==> config.mk <==
export PLATFORM = sky130hd
export DESIGN_NAME = elevator_scan_ctrl
export DESIGN_NICKNAME = d
export VERILOG_FILES = /design/src/rtl/elevator_scan_ctrl.sv
export SDC_FILE = /design/constraint.sdc
export NUM_CORES = 1
export LEC_CHECK = 0
export ABC_AREA = 0
export CORE_MARGIN = 3
export CORE_UTILIZATION = 55
export CTS_CLUSTER_DIAMETER = 80
export DETAILED_ROUTE_END_ITERATION = 7
export GPL_ROUTABILITY_DRIVEN = 0
export PLACE_DENSITY_LB_ADDON = 0.08
export SLEW_MARGIN = 20
export SYNTH_ARGS = -nofsm -noshare
export SYNTH_HDL_FRONTEND = slang
export SYNTH_SLANG_ARGS = --single-unit
==> constraint.sdc <==
create_clock -name clk -period 7.1 [get_ports clk]
set_input_delay 1.42 -clock clk [delete_from_list [all_inputs] [get_ports clk]]
set_output_delay 1.42 -clock clk [all_outputs]
set_load 0.05 [all_outputs]
==> src/rtl/elevator_scan_ctrl.sv <==
// SCAN-order single-car elevator controller with timed floor travel and a timed door.
// Optional return-to-home after idling is compiled in with ELEVATOR_HOME_RETURN_EN.
module elevator_scan_ctrl #(
    parameter int unsigned FLOORS        = 8,
    parameter int unsigned POS_W         = 3,
    parameter int unsigned TRAVEL_CYCLES = 4,
    parameter int unsigned DOOR_CYCLES   = 3
`ifdef ELEVATOR_HOME_RETURN_EN
    ,
    parameter int unsigned HOME_FLOOR    = 0,
    parameter int unsigned IDLE_CYCLES   = 16
`endif
) (
    input  logic              clk,
    input  logic              rst_n,
    input  logic [FLOORS-1:0] floor_req,
    input  logic              door_hold,
    output logic [POS_W-1:0]  floor_pos,
    output logic              door_open,
    output logic              moving_up,
    output logic              moving_down,
    output logic [FLOORS-1:0] pending_req,
    output logic              arrived
);
    localparam int unsigned TW = $clog2(TRAVEL_CYCLES + 1);
    localparam int unsigned DW = $clog2(DOOR_CYCLES + 1);

    typedef enum logic [1:0] {S_IDLE, S_MOVE, S_DOOR} state_t;

    state_t            state, state_n;
    logic              dir, dir_n;
    logic [POS_W-1:0]  pos_n, step_pos;
    logic [TW-1:0]     travel_cnt, travel_n;
    logic [DW-1:0]     door_cnt, door_n;
    logic              arrived_n;
    logic [FLOORS-1:0] served, cur_bit, new_bit;
    logic              ahead_here, behind_here, ahead_new;

`ifdef ELEVATOR_HOME_RETURN_EN
    localparam int unsigned IW = $clog2(IDLE_CYCLES + 1);
    logic [IW-1:0]     idle_cnt, idle_n;
    logic              home_act, home_n;
`endif

    function automatic logic [FLOORS-1:0] bit_of(input logic [POS_W-1:0] p);
        return {{(FLOORS-1){1'b0}}, 1'b1} << p;
    endfunction

    // Floors strictly above (up=1) or strictly below (up=0) position p.
    function automatic logic [FLOORS-1:0] dir_mask(input logic [POS_W-1:0] p, input logic up);
        logic [FLOORS-1:0] m;
        m = '0;
        for (int unsigned i = 0; i < FLOORS; i++)
            m[i] = up ? (i > 32'(p)) : (i < 32'(p));
        return m;
    endfunction

    always_comb begin
        state_n     = state;
        dir_n       = dir;
        pos_n       = floor_pos;
        travel_n    = travel_cnt;
        door_n      = door_cnt;
        arrived_n   = 1'b0;
        served      = '0;
        cur_bit     = bit_of(floor_pos);
        step_pos    = dir ? floor_pos + POS_W'(1) : floor_pos - POS_W'(1);
        new_bit     = bit_of(step_pos);
        ahead_here  = |(pending_req & dir_mask(floor_pos, dir));
        behind_here = |(pending_req & dir_mask(floor_pos, ~dir));
        ahead_new   = |(pending_req & dir_mask(step_pos, dir));
`ifdef ELEVATOR_HOME_RETURN_EN
        idle_n      = '0;
        home_n      = 1'b0;
`endif
        case (state)
            S_IDLE: begin
                // A press at the parked floor opens the door on capture, never latching.
                if (|((pending_req | floor_req) & cur_bit)) begin
                    served  = cur_bit;
                    state_n = S_DOOR;
                    door_n  = DW'(DOOR_CYCLES);
                end else if (ahead_here) begin
                    state_n  = S_MOVE;
                    travel_n = TW'(TRAVEL_CYCLES);
                end else if (behind_here) begin
                    dir_n    = ~dir;
                    state_n  = S_MOVE;
                    travel_n = TW'(TRAVEL_CYCLES);
                end
`ifdef ELEVATOR_HOME_RETURN_EN
                else if (floor_pos != POS_W'(HOME_FLOOR)) begin
                    if (idle_cnt == IW'(IDLE_CYCLES)) begin
                        dir_n    = (floor_pos < POS_W'(HOME_FLOOR));
                        state_n  = S_MOVE;
                        travel_n = TW'(TRAVEL_CYCLES);
                        home_n   = 1'b1;
                    end else begin
                        idle_n = idle_cnt + IW'(1);
                    end
                end
`endif
            end
            S_MOVE: begin
`ifdef ELEVATOR_HOME_RETURN_EN
                home_n = home_act;
`endif
                if (travel_cnt == TW'(1)) begin
                    pos_n     = step_pos;
                    arrived_n = 1'b1;
                    travel_n  = '0;
`ifdef ELEVATOR_HOME_RETURN_EN
                    home_n = home_act && (pending_req == '0) && (step_pos != POS_W'(HOME_FLOOR));
`endif
                    if (|(pending_req & new_bit)) begin
                        served  = new_bit;
                        state_n = S_DOOR;
                        door_n  = DW'(DOOR_CYCLES);
                    end else if (ahead_new) begin
                        travel_n = TW'(TRAVEL_CYCLES);
                    end
`ifdef ELEVATOR_HOME_RETURN_EN
                    else if (home_n) begin
                        travel_n = TW'(TRAVEL_CYCLES);
                    end
`endif
                    else begin
                        state_n = S_IDLE;
                    end
                end else begin
                    travel_n = travel_cnt - TW'(1);
                end
            end
            S_DOOR: begin
                served = cur_bit;
                if (door_hold || |(floor_req & cur_bit)) begin
                    door_n = DW'(DOOR_CYCLES);
                end else if (door_cnt <= DW'(1)) begin
                    state_n = S_IDLE;
                    door_n  = '0;
                end else begin
                    door_n = door_cnt - DW'(1);
                end
            end
            default: state_n = S_IDLE;
        endcase
    end

    always_ff @(posedge clk or negedge rst_n) begin
        if (!rst_n) begin
            state       <= S_IDLE;
            dir         <= 1'b1;
            floor_pos   <= '0;
            pending_req <= '0;
            travel_cnt  <= '0;
            door_cnt    <= '0;
            arrived     <= 1'b0;
`ifdef ELEVATOR_HOME_RETURN_EN
            idle_cnt    <= '0;
            home_act    <= 1'b0;
`endif
        end else begin
            state       <= state_n;
            dir         <= dir_n;
            floor_pos   <= pos_n;
            pending_req <= (pending_req | floor_req) & ~served;
            travel_cnt  <= travel_n;
            door_cnt    <= door_n;
            arrived     <= arrived_n;
`ifdef ELEVATOR_HOME_RETURN_EN
            idle_cnt    <= idle_n;
            home_act    <= home_n;
`endif
        end
    end

    assign door_open   = (state == S_DOOR);
    assign moving_up   = (state == S_MOVE) && dir;
    assign moving_down = (state == S_MOVE) && !dir;

    // Moves only start toward a pending floor, so the car can never step past an end floor.
    assert property (@(posedge clk) disable iff (!rst_n)
        (state == S_MOVE && travel_cnt == TW'(1)) |->
            (dir ? (32'(floor_pos) < FLOORS - 1) : (floor_pos != '0)));

endmodule

==> run_results.csv, run 1 <==
group,metric,value,unit
outcome,status,"completed",
floorplanning,die_x,64.79,um
run,maxCapViolCount,0,
clock_tree,cts_hold_buffers,0,
critical_path,critPathArrivalTime,2.30,ns
route,drt_iter0_drc,229,
place,dpl_cell_area,2135,um^2
route,wl_met1,2444,um
route,antenna_left,0,
place,place_hpwl,3679,um
floorplanning,die-area,4197,um^2
timing,slew_headroom,39.54,%
route,totalWireLength,5232,um
clock_tree,postCtsSetupBuffers,0,
layout,nets,271,
clock_tree,clockBufferDepth,2,
synthesis,synth_edf_count,0,
synthesis,ys_ff_latch,20,
global_route,grt_first_pass_wirelength,8887,um
floorplanning,fp.coreArea,3178,um^2
synthesis,yosysMostFrequentCell,"nor2_1",
clock_tree,cts.sinks,20,
timing,hold_viol,0,
synthesis,synth_async_sr_flop_share,100.0,%
critical_path,crit_chain,"inv_2, nor2_1, clkdlybuf4s50_1",
timing,skew,0.006777,ns
critical_path,path_class,"flip-flop to output port",
timing,fin_crit_sh,52.45,%
critical_path,path_max_fanout,23,
power_and_ir_drop,powerDensity,487.1,nW/um^2
layout,num_antenna_cells,0,
critical_path,cp_slowest_stage_delay,0.83,ns
timing,setup_slack,3.376,ns
route,vias_per_cell,6.500,
global_route,antenna_found_initial,0,
synthesis,synthTopCellsByArea,"dfrtp_1, ha_1, nor2_1, a21oi_1, inv_1",
synthesis,syn-instance-count,237,
synthesis,syn_nets,257,
synthesis,synth_top_area_share,25.02,%
clock_tree,htreeDepth,1,
power_and_ir_drop,finalPower,1.053,mW
floorplanning,fp.dieH,64.79,um
timing,finalMaxSlewViolations,0,
clock_tree,clk_pin_slew_worst_paths,0.12,ns
synthesis,synth.distinct_cells,56,
clock_tree,ctsResizeCount,0,
floorplanning,rows,20,
clock_tree,clk_latency,0.31,ns
critical_path,cp-end-kind,"output port",
floorplanning,initial_core_util,59.80,%
synthesis,synth_area,1901,um^2
timing,worst_pin_slew,0.9041,ns
timing,max_clock_freq,0.2685,GHz
place,place_inst,290,
timing,rsz0062_at_grt,"no",
timing,period_needed,3.724,ns
route,route.detailed.drc,0,
route,top_layer_used,"met4",
layout,syn_to_final_growth,13.76,%
critical_path,required,5.68,ns
layout,fin_util,68.03,%
clock_tree,cts_tree,"done",
power_and_ir_drop,leakage,0.8465,nW
floorplanning,io_pins,26,
critical_path,crit_slowest_cell,"dfstp_2",
layout,fin_area,2162,um^2
place,place_ws,3.635,ns
min_path,hold_path.class,"flip-flop to flip-flop",
layout,drive_gt1_share,8.800,%
synthesis,synth_top_flop_cell,"dfrtp_1",
critical_path,cp_top_family,"buffers and inverters",
clock_tree,cts-root-buf,"clkbuf_4",
synthesis,yosysSeqAreaShare,26.40,%
critical_path,crit_buf_inv,2,
synthesis,syn_area_per_cell,8.019,um^2
global_route,grt_overflow,0,
global_route,grt_use_total,26.69,%
critical_path,cp-start-kind,"flip-flop",
global_route,grt_max_degree,33,
timing,setup_viol,0,
route,drt-wirelength-per-cell,17.80,um
layout,fill_cells,296,
route,dr_wl_met2,2346,um
timing,whs,0.5286,ns
place,port_buffers,25,
global_route,grt_pass1_vias,1771,
power_and_ir_drop,irDropWorstVdd,268.4,uV
clock_tree,cts_inserted_buffers,3,
synthesis,yosys-top-cells-count,"nor2_1, dfrtp_1, inv_1",
route,dr.pass1.iters,4,
route,dr_wl_met3,431,um
synthesis,ys_warn_count,0,
route,vias,1911,
timing,finalSetupTns,0,ns
layout,instances_no_fill,294,
synthesis,synth_largest_area_cell,"dfrtp_1",
-- registers in the layout (all words and copies together) (netlist names) --
register	count
travel_cnt	3
pending_req	8
door_cnt	2
floor_pos	3
arrived	1
dir	1
state	2
-- routing by layer --
layer / GRT usage [%] / vias to the layer above
li1: - / 914
met1: 39.69 / 912
met2: 40.87 / 83
met3: 5.546 / 2
met4: 3.166 / 0
met5: 0 / -
-- cells in the final DEF, fill, tap and decap left out, drive strengths merged, types with 8 or more instances in the layout --
master / Yosys / routed
nor2: 25 / 25
clkdlybuf4s50: 0 / 25
dfrtp: 19 / 19
inv: 18 / 18
nand2: 15 / 15
a21oi: 13 / 13
o21ai: 11 / 11
nor3: 10 / 10
ha: 9 / 9
a31oi: 8 / 8
-- cell families (layout without fill, tap and decap cells) --
| group | after synthesis | count (layout) | synth area share [%] |
|---|---|---|---|
| buffers and inverters | 35 | 48 | 7.702 |
| xor gates and xnor gates | 5 | 5 | 3.292 |
| and+or+nand+nor | 78 | 78 | 20.34 |
| DFF | 20 | 20 | 26.40 |
| muxes | 4 | 4 | 2.831 |
| AOI/OAI and AO/OA | 86 | 86 | 33.51 |
| adders and majority gates | 9 | 9 | 5.925 |
-- final cells by class --
class,count,area [um^2],area share (%)
clock buffer,4,26.28,1.215
inverter,18,67.56,3.125
multi-input combinational,182,1252,57.93
sequential,20,503.0,23.26
tap,44,55.05,2.546
timing repair buffer,26,257.7,11.92
-- power breakdown --
part | switching [mW] | internal (mW) | leakage [nW]
sequential | 0.105 | 0.153 | 0.220
clock | 0.0366 | 0.0219 | 0.0150
combinational | 0.453 | 0.284 | 0.611
total | 0.594 | 0.459 | 0.847
-- path summary, 6_finish.rpt --
kind / slack (ns) / startpoint / cells after the start / endpoint
hold reg to reg: 0.53 / door_cnt[1] / 1 / door_cnt[1]
setup / recovery: 3.38 / dir / 3 / moving_up
setup reg to reg: 3.80 / floor_pos[1] / 8 / pending_req[7]
hold / removal: 0.53 / door_cnt[1] / 1 / door_cnt[1]
min in group asynchronous: 1.61 / rst_n / 1 / pending_req[4]
max in group asynchronous: 4.88 / rst_n / 1 / floor_pos[2]
(Power assumes the default switching activity.)
==> run 2, diff against run 1 <==
Settings changed: CORE_UTILIZATION 55 to 50.
Clock period 7.1 ns to 3.3 ns, I/O delays scaled along.
==> run 2 against run 1 <==
Power is 120% higher. Cell count is 1.7% higher. Global-route usage is 0.41 points lower. Largest cell class unchanged.
==> run_results.csv, run 2 (synthesized netlist as in run 1, its figures left out) <==
group,metric,value,unit
route,drt_iter0_drc,155,
clock_tree,cts.sinks,20,
place,place_hpwl,3986,um
min_path,hold_path.class,"flip-flop to flip-flop",
power_and_ir_drop,pwr-share-seq,22.0,%
timing,fin_crit_sh,88.35,%
layout,fill_cells,333,
global_route,grt_use_total,26.28,%
power_and_ir_drop,p_sw,1.297,mW
layout,drive_gt1_share,9.881,%
layout,multiInputGateArea,1252,um^2
clock_tree,cts_hold_buffers,0,
floorplanning,io_pins,26,
layout,largest_register_ffs,8,
timing,rsz0062_at_grt,"no",
power_and_ir_drop,leakage,0.8775,nW
clock_tree,cts-root-buf,"clkbuf_8",
route,totalWireLength,5469,um
clock_tree,clk_latency,0.26,ns
timing,finalSetupTns,0,ns
critical_path,path_max_fanout,23,
layout,nets,274,
run,maxCapViolCount,0,
clock_tree,clk_pin_slew_worst_paths,0.07,ns
timing,hold_viol,0,
layout,reg_top3,"pending_req x8, floor_pos x3, travel_cnt x3",
floorplanning,fp.coreArea,3495,um^2
power_and_ir_drop,p_comb_share,70.0,%
global_route,grt_first_pass_wirelength,8997,um
floorplanning,die_x,67.66,um
critical_path,cp-end-kind,"output port",
route,vias,1897,
power_and_ir_drop,p_sw_share,54.92,%
power_and_ir_drop,p_clk_share,8.0,%
timing,finalMaxSlewViolations,0,
layout,most-common-layout-cells,"nor2_1, clkdlybuf4s50_1, dfrtp_1",
global_route,grt_max_degree,31,
clock_tree,cts_tree,"done",
clock_tree,htreeDepth,1,
global_route,grt_overflow,0,
layout,top_register,"pending_req",
floorplanning,fp.dieH,67.66,um
place,port_buffers,25,
critical_path,cp-start-kind,"flip-flop",
critical_path,rrSetupSlack,0.65,ns
outcome,status,"completed",
timing,setup_viol,0,
timing,slew_headroom,37.29,%
route,dr.pass1.iters,4,
clock_tree,cts_inserted_buffers,3,
power_and_ir_drop,irDropWorstVdd,521.1,uV
clock_tree,ctsResizeCount,0,
timing,skew,0.002282,ns
power_and_ir_drop,p_int,1.065,mW
route,route.detailed.drc,0,
floorplanning,rows,21,
clock_tree,postCtsSetupBuffers,0,
layout,num_antenna_cells,0,
critical_path,required,2.64,ns
clock_tree,clockBufferDepth,2,
floorplanning,initial_core_util,54.39,%
critical_path,critPathArrivalTime,2.26,ns
layout,syn_to_final_growth,16.52,%
power_and_ir_drop,powerDensity,1066,nW/um^2
power_and_ir_drop,finalPower,2.361,mW
timing,max_clock_freq,0.3430,GHz
floorplanning,die-area,4577,um^2
global_route,antenna_found_initial,0,
global_route,grt_pass1_vias,1744,
timing,period_needed,2.915,ns
route,drt-wirelength-per-cell,18.29,um
layout,final-seq-area,501.7,um^2
critical_path,path_class,"flip-flop to output port",
route,antenna_left,0,
route,vias_per_cell,6.344,
timing,worst_pin_slew,0.9377,ns
run 2: final cells by class:
type                            count  area share, %
Clock buffer                        4          2.486
Tap cell                           46          2.599
Inverter                           18          3.051
Multi-Input combinational cell    182          56.55
Timing Repair Buffer               29          12.66
Sequential cell                    20          22.66
run 2: worst paths after layout:
| kind | startpoint | to | depth (start not counted) |
|---|---|---|---|
| max in group asynchronous | rst_n | travel_cnt[0] | 1 |
| worst min register to register | travel_cnt[1] | travel_cnt[1] | 1 |
| worst min-delay path | travel_cnt[1] | travel_cnt[1] | 1 |
| worst max-delay path | dir | moving_up | 3 |
| worst max register to register | floor_pos[1] | pending_req[7] | 8 |
| min in group asynchronous | rst_n | pending_req[0] | 1 |
run 2: metal layers:
metal  GRT usage (%)  wire length (um)
met1           38.97              2508
met2           38.76              2477
met3           4.659               441
met4           7.342                41
met5               0                 0
run 2: power by group through the flow:
stage / registers, mW / logic (mW) / clock network, mW
finish: 0.521 / 1.65 / 0.189
floorplan: 0.543 / 1.20 / 0
detailed placement: 0.520 / 1.63 / 0
CTS: 0.517 / 1.64 / 0.196
global route: 0.539 / 1.81 / 0.202
global placement: 0.522 / 1.62 / 0
run 2: worst max-delay path: stages, from the launching register on:
cell	delay, ns
dfstp_2	0.81
inv_2	0.20
nor2_1	0.15
clkdlybuf4s50_1	0.82
run 2: per-stage QoR:
| stage | utilization (%) | hold slack [ns] | worst slack, ns | cell area [um^2] | std cells |
|---|---|---|---|---|---|
| after floorplan | - | 0.3644 | 0.3195 | 1901 | 237 |
| after global placement | 61.80 | 0.5051 | 0.6290 | 2160 | 295 |
| after detailed placement | 61.80 | 0.5031 | 0.6239 | 2160 | 295 |
| after CTS | 63.37 | 0.5214 | 0.3722 | 2215 | 299 |
| after global routing | 63.37 | 0.5402 | 0.2974 | 2215 | 299 |
| final | 63.37 | 0.5213 | 0.3846 | 2215 | 299 |
